**config.mk**
```make
export PLATFORM = sky130hd
export DESIGN_NAME = rx_fifo
export DESIGN_NICKNAME = d
export VERILOG_FILES = /design/src/rtl/crypt_pkg.sv /design/src/rtl/fifo_ptr_ctrl.sv /design/src/rtl/rx_fifo.sv
export SDC_FILE = /design/constraint.sdc
export NUM_CORES = 1
export LEC_CHECK = 0
export CAP_MARGIN = 5
export CORE_MARGIN = 4
export CORE_UTILIZATION = 60
export CTS_BUF_LIST = sky130_fd_sc_hd__clkbuf_4 sky130_fd_sc_hd__clkbuf_8
export DETAILED_ROUTE_END_ITERATION = 16
export GPL_ROUTABILITY_DRIVEN = 0
export GPL_TIMING_DRIVEN = 0
export PLACE_DENSITY = 0.79
export SETUP_SLACK_MARGIN = 0.15
export SLEW_MARGIN = 20
export SYNTH_ARGS = -nofsm -noshare
export SYNTH_HDL_FRONTEND = slang
export SYNTH_HIERARCHICAL = 1
export SYNTH_SLANG_ARGS = --single-unit
```
**constraint.sdc**
```tcl
create_clock -name clk -period 5.5 [get_ports clk]
set_input_delay 1.1 -clock clk [delete_from_list [all_inputs] [get_ports clk]]
set_output_delay 1.1 -clock clk [all_outputs]
set_load 0.01 [all_outputs]
```
**src/rtl/crypt_pkg.sv**
```systemverilog
// crypt_pkg: shared widths and depths for the crypto core datapath.
package crypt_pkg;
    localparam int BYTE_W        = 8;
    localparam int RX_FIFO_DEPTH = 16;
endpackage

```
**src/rtl/fifo_ptr_ctrl.sv**
```systemverilog
// fifo_ptr_ctrl: wrap-bit read/write pointers with empty/full flags, shared by the rx and tx FIFOs.
// Occupancy output o_count exists only when RX_FIFO_COUNT_EN is defined.
module fifo_ptr_ctrl #(
    parameter int DEPTH = 16
) (
    input  logic                     clk,
    input  logic                     rst,
    input  logic                     i_push,
    input  logic                     i_pop,
    output logic [$clog2(DEPTH)-1:0] o_wr_addr,
    output logic [$clog2(DEPTH)-1:0] o_rd_addr,
    output logic                     o_empty,
    output logic                     o_full
`ifdef RX_FIFO_COUNT_EN
    ,
    output logic [$clog2(DEPTH):0]   o_count
`endif
);
    localparam int AW = $clog2(DEPTH);
    logic [AW:0] r_wr_ptr, r_rd_ptr;
    always_ff @(posedge clk or posedge rst) begin
        if (rst) begin
            r_wr_ptr <= '0;
            r_rd_ptr <= '0;
        end else begin
            if (i_push) r_wr_ptr <= r_wr_ptr + 1'b1;
            if (i_pop)  r_rd_ptr <= r_rd_ptr + 1'b1;
        end
    end
    assign o_wr_addr = r_wr_ptr[AW-1:0];
    assign o_rd_addr = r_rd_ptr[AW-1:0];
    assign o_empty   = r_wr_ptr == r_rd_ptr;
    // Full: same slot, opposite lap.
    assign o_full    = (r_wr_ptr ^ r_rd_ptr) == {1'b1, {AW{1'b0}}};
`ifdef RX_FIFO_COUNT_EN
    assign o_count   = r_wr_ptr - r_rd_ptr;
`endif
endmodule

```
**src/rtl/rx_fifo.sv**
```systemverilog
// rx_fifo: host-to-control-unit byte FIFO with non-destructive registered peek and sticky overflow.
// Defining RX_FIFO_COUNT_EN adds the count occupancy port.
module rx_fifo
    import crypt_pkg::*;
#(
    parameter int DATA_W = BYTE_W,
    parameter int DEPTH  = RX_FIFO_DEPTH
) (
    input  logic                   clk,
    input  logic                   reset,
    input  logic                   wr_en,
    input  logic [DATA_W-1:0]      wr_data,
    input  logic                   read_fifo,
    input  logic                   rcv_deq,
    input  logic                   clear_overflow,
    output logic [DATA_W-1:0]      rd_data,
    output logic                   rd_valid,
    output logic                   emptyRx,
    output logic                   fullRx,
    output logic                   overflow
`ifdef RX_FIFO_COUNT_EN
    ,
    output logic [$clog2(DEPTH):0] count
`endif
);
    localparam int AW = $clog2(DEPTH);
    logic [DATA_W-1:0] r_mem [DEPTH];
    logic [AW-1:0]     w_wr_addr, w_rd_addr;
    logic              w_push, w_pop, w_peek;
    assign w_pop  = rcv_deq && !emptyRx;
    // A same-cycle dequeue frees a slot, so a full FIFO still accepts the write.
    assign w_push = wr_en && (!fullRx || w_pop);
    assign w_peek = read_fifo && !emptyRx;
    fifo_ptr_ctrl #(.DEPTH(DEPTH)) u_ptr (
        .clk       (clk),
        .rst       (reset),
        .i_push    (w_push),
        .i_pop     (w_pop),
        .o_wr_addr (w_wr_addr),
        .o_rd_addr (w_rd_addr),
        .o_empty   (emptyRx),
        .o_full    (fullRx)
`ifdef RX_FIFO_COUNT_EN
        ,
        .o_count   (count)
`endif
    );
    always_ff @(posedge clk) begin
        if (w_push) r_mem[w_wr_addr] <= wr_data;
    end
    always_ff @(posedge clk or posedge reset) begin
        if (reset) begin
            rd_data  <= '0;
            rd_valid <= 1'b0;
            overflow <= 1'b0;
        end else begin
            rd_valid <= w_peek;
            if (w_peek) rd_data <= r_mem[w_rd_addr];
            overflow <= (wr_en && !w_push) || (overflow && !clear_overflow);
        end
    end
endmodule

```
==> summary.md <==
| Metric | Value |
|---|---|
| Status | `complete, no violations` |
| Net Sw Frac | `32.6%` |
| H-tree levels | `4` |
| Clock skew | `0.00908 ns` |
| Ranking of synthesized cells by area | `edfxtp_1 (65%), mux2i_1 (10%), dfrtp_1 (8.4%)` |
| Mux share of post-synthesis cell area | `11.4%` |
| Cell area after synthesis | `5950 µm²` |
| CP startpoint kind | `register` |
| Grt ovf | `0` |
| Number of placement rows | `36` |
| Synth top area share | `64.6%` |
| Die X | `108 µm` |
| Arrival @ worst endpoint | `2.01 ns` |
| Placeable Area | `9730 µm²` |
| Crit Path Max Fanout | `5` |
| Post-synthesis sequential area ratio | `73.0%` |
| Unique masters post-synth | `30` |
| Setup TNS | `0 ns` |
| Async S/R FF share, synth | `13.5%` |
| CTS Buffer Depth | `2` |
| Syn_nets | `391` |
| Share of layout cells above drive strength 1 | `14.9%` |
| RSZ-0062 raised after global routing | `no` |
| Vias in the first global route | `3335` |
| Critical path, cell by cell | `xnor2_1 -> nand4_1 -> nor2b_1 -> clkdlybuf4s50_1` |
| # hold bufs at CTS | `0` |
| TritonCTS Buffers | `17` |
| Post-CTS setup buffer count | `0` |
| Slowest stage cell, crit path | `clkdlybuf4s50_1` |
| Post-layout util | `70.6%` |
| Number of synthesized flops with an enable pin | `128` |
| Clk_lat worst skew | `0.45 ns` |
| First-pass GRT wire length | `18.6 mm` |
| # diodes | `0` |
| Synth cell count leaders | `edfxtp_1 (128), mux2i_1 (61), nand2_1 (36)` |
| Layout area overhead | `15.4%` |
| Worst slew pin tran | `0.920 ns` |
| Min Tclk post-route | `3.11 ns` |
| Gr usage total | `22.7%` |
| # DRC | `0` |
| Clk sinks | `148` |
| Initial Util | `61.2%` |
| Synth Area per Inst | `15.9 µm²` |
| Leakage | `2.49 nW` |
| Number of antenna-violating nets in the routed design | `0` |
| Via/cell ratio | `5.90` |
| Clk slew on worst S/H paths | `0.08 ns` |
| I/O Pins | `26` |
| Area leader, netlist | `edfxtp_1` |
| CP endpoint kind | `output pin` |
| Die Ht | `108 µm` |
| IO buf count | `25` |
| Synth Area in Adders | `0.420%` |
| Critical path buffers and inverters | `1` |
| Via Count | `3358` |
| CP max stage delay | `0.58 ns` |
| Rel. slew slack | `38.4%` |
| Main combinational cell family by area after synthesis | `multiplexers` |
| Setup violators final | `0` |
| Critical path type | `register to output pin` |
| Final period util | `56.6%` |
| Synth Area in Compound Gates | `2.69%` |
| WL/cell | `21.6 µm` |
| Switch Pwr | `1.15 mW` |
| Initial antenna violation count | `0` |
| Mapped Cells | `375` |
| Synth Register Bits | `148` |
| Clk root buf | `clkbuf_8` |
| Post-Synth XOR/XNOR Area | `1.91%` |
| Synth Area in Simple Gates | `7.76%` |
| Count leader, synth | `edfxtp_1` |
| Largest net degree at the start of global routing | `17` |
| HP Class | `register to register` |
| Routed WL | `12.3 mm` |
| CTS tree | `yes` |
| P per Cell Area | `513 nW/µm²` |
| Die area | `11600 µm²` |
| CP required | `4.40 ns` |
| YS warnings | `6` |
| Power share of the clock group | `25.7%` |
| Net count reported at finish | `439` |
| 1st-pass router iterations | `5` |
| Fin. max-slew vios | `0` |
| Resized cells post-CTS | `0` |
| Maximum clock rate | `321 MHz` |
| Final hold vios | `0` |
| DRT iter0 DRCs | `313` |
| Register share of total power | `42.1%` |
| Top Family by Delay on Critical Path | `buffers and inverters` |
| Synth Flop Type | `edfxtp_1` |
| Max cap viols | `0` |
| Power Internal | `2.37 mW` |
| HPWL after detailed placement | `8.06 mm` |
| Comb power frac | `32.1%` |
| Maximum VDD drop | `0.240 mV` |
-- routing by layer --
layer  routed length [µm]  GRT usage [%]  vias to the layer above  part of all wire, %
met5                    0              0                        -                    0
met1                 5010           29.8                     1691                   41
li1                     -              -                     1514                    -
met4                  165           6.67                        0                  1.3
met3                  955           6.84                       17                  7.8
met2                 6140           36.9                      136                   50
-- registers in the layout, summed over array words and instances (netlist names) --
| register | count |
|---|---|
| rd_data | 8 |
| r_mem | 128 |
| overflow | 1 |
| rd_valid | 1 |
| u_ptr/r_wr_ptr | 5 |
| u_ptr/r_rd_ptr | 5 |
-- power groups by stage --
stage | logic [mW] | clock network [mW] | registers, mW
2_1_floorplan | 0.753 | 0 | 1.50
3_3_place_gp | 1.07 | 0 | 1.50
3_5_place_dp | 1.13 | 0 | 1.51
4_1_cts | 1.13 | 0.914 | 1.48
5_1_grt | 1.22 | 0.965 | 1.50
6_report | 1.13 | 0.906 | 1.48
-- worst min-delay path: cells and delay by family, from the launching register on --
| kind | cells | cell delay, ns |
|---|---|---|
| flip-flops | 1 | 0.35 |
| AND/OR/NAND/NOR | 2 | 0.10 |
-- cells by family (layout without fill, tap and decap cells) --
logic type / after synthesis / in the layout
and+or+nand+nor: 96 / 96
AOI/OAI and AO/OA: 24 / 24
buffers and inverters: 27 / 88
xor gates and xnor gates: 13 / 13
muxes: 65 / 65
adders and majority gates: 2 / 2
DFF: 148 / 148
-- worst paths after layout --
| kind | endpoint | startpoint | cells past startpoint | slack (ns) |
|---|---|---|---|---|
| setup / recovery | fullRx | u_ptr/r_wr_ptr[0] | 4 | 2.39 |
| hold / removal | rd_data[0] | rd_data[0] | 2 | 0.48 |
| setup reg to reg | r_mem[9][4] | u_ptr/r_rd_ptr[3] | 9 | 2.68 |
| hold reg to reg | rd_data[0] | rd_data[0] | 2 | 0.48 |
| max in group asynchronous | rd_data[3] | reset | 2 | 4.18 |
| min in group asynchronous | u_ptr/r_rd_ptr[3] | reset | 2 | 0.97 |
-- final cells by class --
class / instances / area, µm²
well taps: 133 / 166
flip-flops and latches: 148 / 4340
multi-input cells: 200 / 1480
clock inverters: 15 / 204
plain buffers: 21 / 148
repair buffers: 29 / 273
clock buffers: 17 / 234
fillers: 654 / 2860
inverters: 6 / 22.5
-- placed cells by master (no fill, tap or decap) --
cell             instances
clkinv_1                 2
nand3_1                 16
nor4b_2                  1
inv_1                    6
mux2_2                   2
dfrtp_1                 20
clkdlybuf4s50_1         25
nor3_2                   3
nand4_1                 13
nand2_1                 36
nand2b_1                 4
and2b_1                  1
xor2_1                   3
clkbuf_8                17
a21oi_1                  7
edfxtp_1               128
o211ai_1                 1
nand3b_1                 3
buf_4                   16
ha_1                     2
clkinvlp_4               2
nor4_2                   3
nor2_1                  13
mux4_2                   2
nor2b_1                  2
and2_1                   1
clkbuf_2                 1
xnor2_1                 10
inv_6                    3
mux2i_1                 61
bufinv_16                4
o21ai_0                  1
a22oi_1                 15
buf_2                    6
clkinv_4                 4
buf_6                    1
clkbuf_1                 1
-- through the flow --
step           hold WS (ns)  std cells  setup WS [ns]  total power [mW]  area (µm²)
2_1_floorplan         0.464        375           2.81              2.25        5950
3_3_place_gp          0.461        533           1.50              2.58        6370
3_5_place_dp          0.467        537           2.03              2.63        6430
4_1_cts               0.484        569           2.36              3.53        6870
5_1_grt               0.518        569           2.24              3.68        6870
6_report              0.480        569           2.39              3.52        6870
Power figures use the tool's default switching activity.
